**config.mk**
```make
export PLATFORM = sky130hd
export DESIGN_NAME = montgomery_reduce_pipe
export DESIGN_NICKNAME = d
export VERILOG_FILES = /design/src/rtl/montgomery_reduce_pipe.sv
export SDC_FILE = /design/constraint.sdc
export NUM_CORES = 1
export LEC_CHECK = 0
export CORE_ASPECT_RATIO = 2
export CORE_MARGIN = 2
export CORE_UTILIZATION = 50
export CTS_BUF_LIST = sky130_fd_sc_hd__clkbuf_2
export DETAILED_ROUTE_END_ITERATION = 8
export PLACE_DENSITY = 0.82
export SLEW_MARGIN = 20
export SYNTH_ARGS = -nofsm -noshare
export SYNTH_HDL_FRONTEND = slang
export SYNTH_SLANG_ARGS = --single-unit
```
**constraint.sdc**
```tcl
create_clock -name clk -period 11.6 [get_ports clk]
set_input_delay 2.32 -clock clk [delete_from_list [all_inputs] [get_ports clk]]
set_output_delay 2.32 -clock clk [all_outputs]
set_load 0.1 [all_outputs]
```
**src/rtl/montgomery_reduce_pipe.sv**
```systemverilog
// ---------------------------------------------------------------------------
// montgomery_reduce_pipe
//
// Three-stage pipelined Montgomery reducer: y = X * R^-1 mod Q, R = 2^K, for
// any odd modulus Q with R > Q. Each transaction selects lazy output
// ([0, 2Q)) or full output ([0, Q)). A tag rides along unchanged, and inputs
// at or above Q*R raise out_ovf (out_y is then meaningless).
//
// Ports
//   clk        single clock, rising edge
//   rst        synchronous, active-high reset; drops all in-flight work
//   in_valid   input transaction present
//   in_ready   block accepts this cycle
//   in_x       value to reduce, unsigned, XW bits
//   in_lazy    1: out_y in [0, 2Q); 0: out_y in [0, Q)
//   in_tag     opaque tag, TAGW bits
//   out_valid  result present
//   out_ready  downstream accepts
//   out_y      reduced result, QW bits (QW >= clog2(2Q) if lazy mode is used)
//   out_tag    tag of this result
//   out_ovf    input was >= Q*R
//
// Handshake: a transfer happens on a rising edge where valid && ready are
// both high. A producer holding valid is never required to wait on ready
// combinationally; in_ready depends only on the stage valid bits, out_ready
// and rst, never on in_valid. While out_valid && !out_ready, out_y, out_tag
// and out_ovf stay stable.
// ---------------------------------------------------------------------------
module montgomery_reduce_pipe #(
    parameter int unsigned Q    = 3329,
    parameter int unsigned K    = 16,
    parameter int unsigned QINV = 3327,
    parameter int unsigned QW   = 12,
    parameter int unsigned XW   = 28,
    parameter int unsigned TAGW = 10
) (
    input  logic            clk,
    input  logic            rst,
    input  logic            in_valid,
    output logic            in_ready,
    input  logic [XW-1:0]   in_x,
    input  logic            in_lazy,
    input  logic [TAGW-1:0] in_tag,
    output logic            out_valid,
    input  logic            out_ready,
    output logic [QW-1:0]   out_y,
    output logic [TAGW-1:0] out_tag,
    output logic            out_ovf
);

    // t = x + m*Q needs one bit more than x; u = t >> K keeps the rest.
    localparam int unsigned TW = XW + 1;
    localparam int unsigned UW = TW - K;

    localparam logic [TW-1:0] Q_T    = TW'(Q);
    localparam logic [TW-1:0] QR_T   = Q_T << K;
    localparam logic [UW-1:0] Q_U    = UW'(Q);
    localparam logic [K-1:0]  QINV_K = K'(QINV);

    // ---------------- stage registers ----------------
    logic            s1_valid;
    logic [XW-1:0]   s1_x;
    logic [K-1:0]    s1_m;
    logic            s1_lazy;
    logic [TAGW-1:0] s1_tag;
    logic            s1_ovf;

    logic            s2_valid;
    logic [TW-1:0]   s2_t;
    logic            s2_lazy;
    logic [TAGW-1:0] s2_tag;
    logic            s2_ovf;

    logic            s3_valid;

    // ---------------- flow control ----------------
    // A stage may load when it is empty or its occupant leaves this cycle.
    logic s3_load;
    logic s2_load;
    logic s1_load;
    logic accept;

    assign s3_load   = !s3_valid || out_ready;
    assign s2_load   = !s2_valid || s3_load;
    assign s1_load   = !s1_valid || s2_load;
    assign in_ready  = s1_load && !rst;
    assign accept    = in_valid && in_ready;
    assign out_valid = s3_valid;

    // ---------------- datapath ----------------
    logic [K-1:0]  m_next;
    logic          ovf_next;
    logic [TW-1:0] t_next;
    logic [UW-1:0] u;
    logic [UW-1:0] y_next;
    // The low K bits of t are zero by construction (m is chosen to cancel
    // them), so they are stored but never read.
    logic [K-1:0]  t_low_unused;

    always_comb begin
        m_next       = in_x[K-1:0] * QINV_K;
        ovf_next     = {1'b0, in_x} >= QR_T;
        t_next       = {1'b0, s1_x} + TW'(s1_m) * Q_T;
        u            = s2_t[TW-1:K];
        t_low_unused = s2_t[K-1:0];
        // For in-range x, u < 2Q, so one conditional subtract finishes it.
        y_next       = u;
        if (!s2_lazy && (u >= Q_U)) begin
            y_next = u - Q_U;
        end
    end

    // ---------------- sequential ----------------
    always_ff @(posedge clk) begin
        if (rst) begin
            s1_valid <= 1'b0;
            s2_valid <= 1'b0;
            s3_valid <= 1'b0;
            out_y    <= '0;
            out_tag  <= '0;
            out_ovf  <= 1'b0;
        end else begin
            if (s1_load) s1_valid <= in_valid;
            if (s2_load) s2_valid <= s1_valid;
            if (s3_load) s3_valid <= s2_valid;

            if (accept) begin
                s1_x    <= in_x;
                s1_m    <= m_next;
                s1_lazy <= in_lazy;
                s1_tag  <= in_tag;
                s1_ovf  <= ovf_next;
            end

            if (s1_valid && s2_load) begin
                s2_t    <= t_next;
                s2_lazy <= s1_lazy;
                s2_tag  <= s1_tag;
                s2_ovf  <= s1_ovf;
            end

            // Output registers only change when a real result moves in, so
            // they hold stable under stall and stay zero after reset.
            if (s2_valid && s3_load) begin
                out_y   <= QW'(y_next);
                out_tag <= s2_tag;
                out_ovf <= s2_ovf;
            end
        end
    end

endmodule

```
==> impl_metrics.yaml, run 1 <==
run_status:
  status: "finished clean"
worst_setup_path:
  cp-start-kind: "input port"
  reg2reg_depth: 15
  r2r_end: "s2_t[28]"
  crit_fanout: 28
  critPathKind: "in -> out"
  r2r_slack_ns: 6.35
  end_kind: "primary output"
  r2r_start: "s1_m[2]"
  crit_arrival_ns: 4.79
  required_ns: 9.28
route:
  first_pass_iters: 7
  drtIter0Drc: 209
  drc: 0
  viasPerCell: 5.299
  vias: 5601
  wl_per_cell_um: 15.83
  routed_wl_um: 16730
  ant_nets: 0
die:
  boundaryPins: 68
  dieArea_mm2: 0.01877
  initial_core_util: 0.5104
  die_w_um: 97.90
  coreArea_mm2: 0.01727
  die_y_um: 191.8
  rows: 68
yosys:
  seq_area_frac_synth: 0.3315
  ys.flop_type: "edfxtp_1"
  async_flop_share: 0
  syn_nets: 1056
  ys_seq_elements: 106
  synth.cell_area_mm2: 0.008816
  postSynthCellCount: 770
  syn_avg_cell_area_um2: 11.45
  synth_edf_count: 80
  synth_warnings: 0
  synthDistinctLibCells: 47
timing:
  hold_viol: 0
  rsz0062_at_grt: "no"
  timing.fmax_mhz: 140.7
  setup_violations: 0
  finalCritPeriodShare: 0.6128
  slew_headroom: 0.3499
  fin_ws_ns: 4.492
  fin_crit_ns: 7.108
  setup_tns_ns: 0
  fin_skew_ns: 0.02103
  maxSlewViolCount: 0
  tightest_slew_ns: 0.9721
cts:
  cts_buffer_depth: 2
  cts_tree: "done"
  clkSlewWorstSetupHoldPaths_ns: 0.32
  postCtsHoldBufs: 0
  cts.repair.resized: 0
  cts_root_buf: "clkbuf_2"
  clock_sinks: 106
  clk_latency_ns: 0.61
  htreeDepth: 3
  cts_buffers: 9
  post-cts-setup-buffers: 0
placed_design:
  port_buffers: 67
  dp.cells: 1040
  gp_congestion: 0.9272
  dpl.hpwl_um: 14600
  dp_slack_ns: 4.225
cells_and_area:
  fill_cells: 1391
  layout_commonest_cell: "inv_1"
  layout.cells.non_filler: 1057
  area_delta_synth_final_pct: 11.91
  multi_input_area_mm2: 0.005265
  layout_common_cells: "160 x inv_1, 150 x ha_1, 93 x fa_1"
  drive_gt1_frac: 0.02837
  fin_nets: 1127
  regArea_mm2: 0.002923
flow_run:
  cap_violations: 0
worst_hold_path:
  hold_start: "s1_tag[5]"
  worstHoldPathType: "reg -> reg"
  whs_path_depth: 0
  hold_end: "s2_tag[5]"
global_routing:
  grtUsageTotal: 0.1888
  antenna_found_initial: 1
  grt_start_max_net_pins: 56
  grt-ovfl-total: 0
  grt_pass1_vias: 6085
  grt_pass1_wl_um: 27660
==> through the flow <==
| step | instance area, µm² | hold WS (ns) | utilization |
|---|---|---|---|
| 6_report | 9866 | 0.4449 | 0.5712 |
| 5_1_grt | 9866 | 0.4545 | 0.5712 |
| 4_1_cts | 9862 | 0.4320 | 0.5710 |
| 3_5_place_dp | 9736 | 0.4045 | 0.5637 |
| 3_3_place_gp | 9736 | 0.4008 | 0.5637 |
| 2_1_floorplan | 8816 | 0.4003 | - |
==> worst max-delay path: stages <==
cell             delay [ns]
clkdlybuf4s50_1        0.89
a21oi_1                0.39
clkdlybuf4s50_1        1.18
==> per-layer routing <==
metal  GRT usage  routed length [µm]  vias to the layer above
met5           0                   0                        -
met4      0.1036                 943                        0
met3     0.02038                 353                       47
met2      0.3938               10050                      103
met1      0.1679                5382                     2748
li1            -                   -                     2703
==> synthesized netlist by cell type, types with 3 or more instances <==
master    instances  area (µm²)
nor4_1            3       18.77
xnor2_1          27       236.5
a21oi_1          29       145.1
clkbuf_1          7       26.28
a31oi_1           5       31.28
nor3_1            8       40.04
nand4_1           4       25.02
o21ai_0          14       70.07
nor2b_1           4       25.02
xor2_1           16       140.1
nand3b_1          3       22.52
a21o_1            6       45.04
o21a_1            4       30.03
a211oi_1         13       97.59
dfxtp_1          26       520.5
inv_1           160       600.6
nand3_1           6       30.03
nand2b_1          3       18.77
ha_1            150        1877
nor2_1           32       120.1
and3_1            3       18.77
and2_1            4       25.02
fa_1             93        1862
or4_1             4       30.03
edfxtp_1         80        2402
nand2_1          40       150.1
==> final cells by class <==
cell class	count	share of cell area
Inverter	160	0.06088
Antenna cell	1	0.0002536
Timing Repair Buffer	69	0.06950
Sequential cell	106	0.2963
Clock inverter	7	0.008244
Tap cell	210	0.02663
Clock buffer	9	0.004566
Multi-Input combinational cell	495	0.5337
==> cells by family after synthesis <==
logic type               count (synthesis)  synth area share
AO/OA/AOI/OAI                           87           0.06302
XOR/XNOR                                43           0.04272
adder cells (fa/ha/maj)                243            0.4241
buffers and inverters                  169           0.07210
flip-flops                             106            0.3315
multiplexers                             1          0.001135
AND/OR/NAND/NOR                        121           0.06543
==> sequential cells by signal, summed over array words and instances, names as in the netlist <==
name       cells
s1_valid       1
out_y         12
s2_t          13
out_ovf        1
s1_m          15
s1_lazy        1
out_tag       10
s2_tag        10
s1_x          28
s1_ovf         1
s2_ovf         1
s2_lazy        1
s2_valid       1
out_valid      1
s1_tag        10
==> how the worst max path moves through the flow <==
stage / startpoint / end / depth (start not counted)
after floorplan: in_x[6] / s1_m[15] / 15
after global placement: in_x[5] / s1_m[15] / 16
after detailed placement: in_x[5] / s1_m[15] / 16
after CTS: rst / in_ready / 3
after global routing: rst / in_ready / 3
final: rst / in_ready / 3
Power of run 1 is not shown: default switching activity piles up to over one toggle a cycle in this logic, so the estimate is an artifact.
==> inputs of run 2 (changes only) <==
==> constraint.sdc (replaced) <==
create_clock -name clk -period 6.8 [get_ports clk]
set_input_delay 1.36 -clock clk [delete_from_list [all_inputs] [get_ports clk]]
set_output_delay 1.36 -clock clk [all_outputs]
set_load 0.1 [all_outputs]
==> run 2 against run 1 <==
Compared with the run above: routed wire length up 2.9%; clock skew is 0.0029 ns higher; final cell count grew 0.19%; sequential share of layout area about the same; die area stayed put; flip-flop and latch count unchanged; worst setup slack got worse by 3.5 ns; critical path depth grew 13; global-route usage rose by 0.28 points; non-clock buffer count increased by 2; clock-buffer cell count did not move; largest cell class unchanged.
==> impl_metrics.yaml, run 2 (synthesis gave the netlist of run 1 again) <==
run_status:
  status: "finished clean"
worst_setup_path:
  slowest_stage: "fa_1"
  cp-start-kind: "input port"
  crit_fanout: 7
  crit_arrival_ns: 6.16
  cp_top_family: "adder cells"
  critPathKind: "in -> reg"
  worst_path_most_repeated_cell: "fa_1"
  worst_path_largest_cell_delay_ns: 0.69
  end_kind: "flip-flop"
  required_ns: 7.18
  crit_buf_inv: 5
  cp_cell_sequence: "clkdlybuf4s50_1 > fa_1 > inv_1 > fa_1 > fa_1 > inv_1 > fa_1 > inv_1 > fa_1 > inv_1 > ha_1 > and2_1 > o21ai_0 > o21ai_0 > o41ai_1 > xnor2_1"
die:
  dieArea_mm2: 0.01877
  initial_core_util: 0.5104
  die_w_um: 97.90
  die_y_um: 191.8
  coreArea_mm2: 0.01727
  rows: 68
  boundaryPins: 68
flow_run:
  cap_violations: 0
placed_design:
  port_buffers: 67
  dpl.hpwl_um: 14890
  gp_congestion: 0.9334
route:
  ant_nets: 0
  vias: 5624
  wl_per_cell_um: 16.25
  viasPerCell: 5.311
  first_pass_iters: 6
  drtIter0Drc: 209
  drc: 0
  routed_wl_um: 17210
cells_and_area:
  layout_commonest_cell: "inv_1"
  fin_nets: 1129
  fill_cells: 1381
  largest_register_ffs: 28
  regArea_mm2: 0.002923
  reg_top3: "s1_x: 28 flops, s1_m: 15 flops, s2_t: 13 flops"
  area_delta_synth_final_pct: 11.89
  max_flop_register: "s1_x"
  drive_gt1_frac: 0.02948
  layout_common_cells: "160 x inv_1, 150 x ha_1, 93 x fa_1"
  multi_input_area_mm2: 0.005264
global_routing:
  antenna_found_initial: 1
  grt_pass1_wl_um: 27890
  grt-ovfl-total: 0
  grtUsageTotal: 0.1916
  grt_pass1_vias: 6117
  grt_start_max_net_pins: 56
cts:
  clkSlewWorstSetupHoldPaths_ns: 0.31
  cts_buffer_depth: 2
  cts_tree: "done"
  postCtsHoldBufs: 0
  cts.repair.resized: 0
  cts_root_buf: "clkbuf_2"
  post-cts-setup-buffers: 0
  clock_sinks: 106
  clk_latency_ns: 0.59
  cts_buffers: 9
  htreeDepth: 3
timing:
  rsz0062_at_grt: "no"
  hold_viol: 0
  maxSlewViolCount: 0
  timing.fmax_mhz: 172.8
  slew_headroom: 0.2839
  setup_tns_ns: 0
  fin_crit_ns: 5.787
  setup_violations: 0
  tightest_slew_ns: 1.074
  fin_skew_ns: 0.02397
  finalCritPeriodShare: 0.8510
worst_hold_path:
  worstHoldPathType: "reg -> reg"
## run 2: changes by cell type in the layout (fill, tap and decap cells not counted), sizes merged
cell | before | now
clkinv | 3 | 2
inv | 164 | 165
buf | 2 | 4
## run 2: final cells by class
class,count,area share
Sequential cell,106,0.2963
Timing Repair Buffer,71,0.07103
Inverter,160,0.06088
Clock inverter,7,0.006722
Multi-Input combinational cell,495,0.5336
Clock buffer,9,0.004566
Tap cell,210,0.02664
Antenna cell,1,0.0002537
## run 2: path summary, 6_finish.rpt
check / start / endpoint / slack [ns] / depth (start not counted)
worst max-delay path: in_x[5] / s1_m[15] / 1.01 / 16
worst min-delay path: s1_tag[9] / s2_tag[9] / 0.44 / 0
worst max register to register: s1_m[2] / s2_t[28] / 1.51 / 15
worst min register to register: s1_tag[9] / s2_tag[9] / 0.44 / 0
## run 2: stage by stage
stage	instance area, µm²	setup slack (ns)	cells	utilization	hold slack [ns]
after floorplan	8816	1.332	770	-	0.4003
after global placement	9751	0.5609	1042	0.5645	0.4003
after detailed placement	9751	0.3772	1042	0.5645	0.4045
after CTS	9862	1.053	1058	0.5710	0.4380
after global routing	9864	0.7322	1059	0.5711	0.4344
final	9864	1.013	1059	0.5711	0.4445
## run 2: per-layer routing
metal,GRT usage,wire length (µm),up-vias
li1,-,-,2705
met5,0,0,-
met4,0.1068,1025,0
met3,0.02438,447,50
met2,0.4033,10350,120
met1,0.1639,5380,2749
Power of run 2 is left out for the same reason.
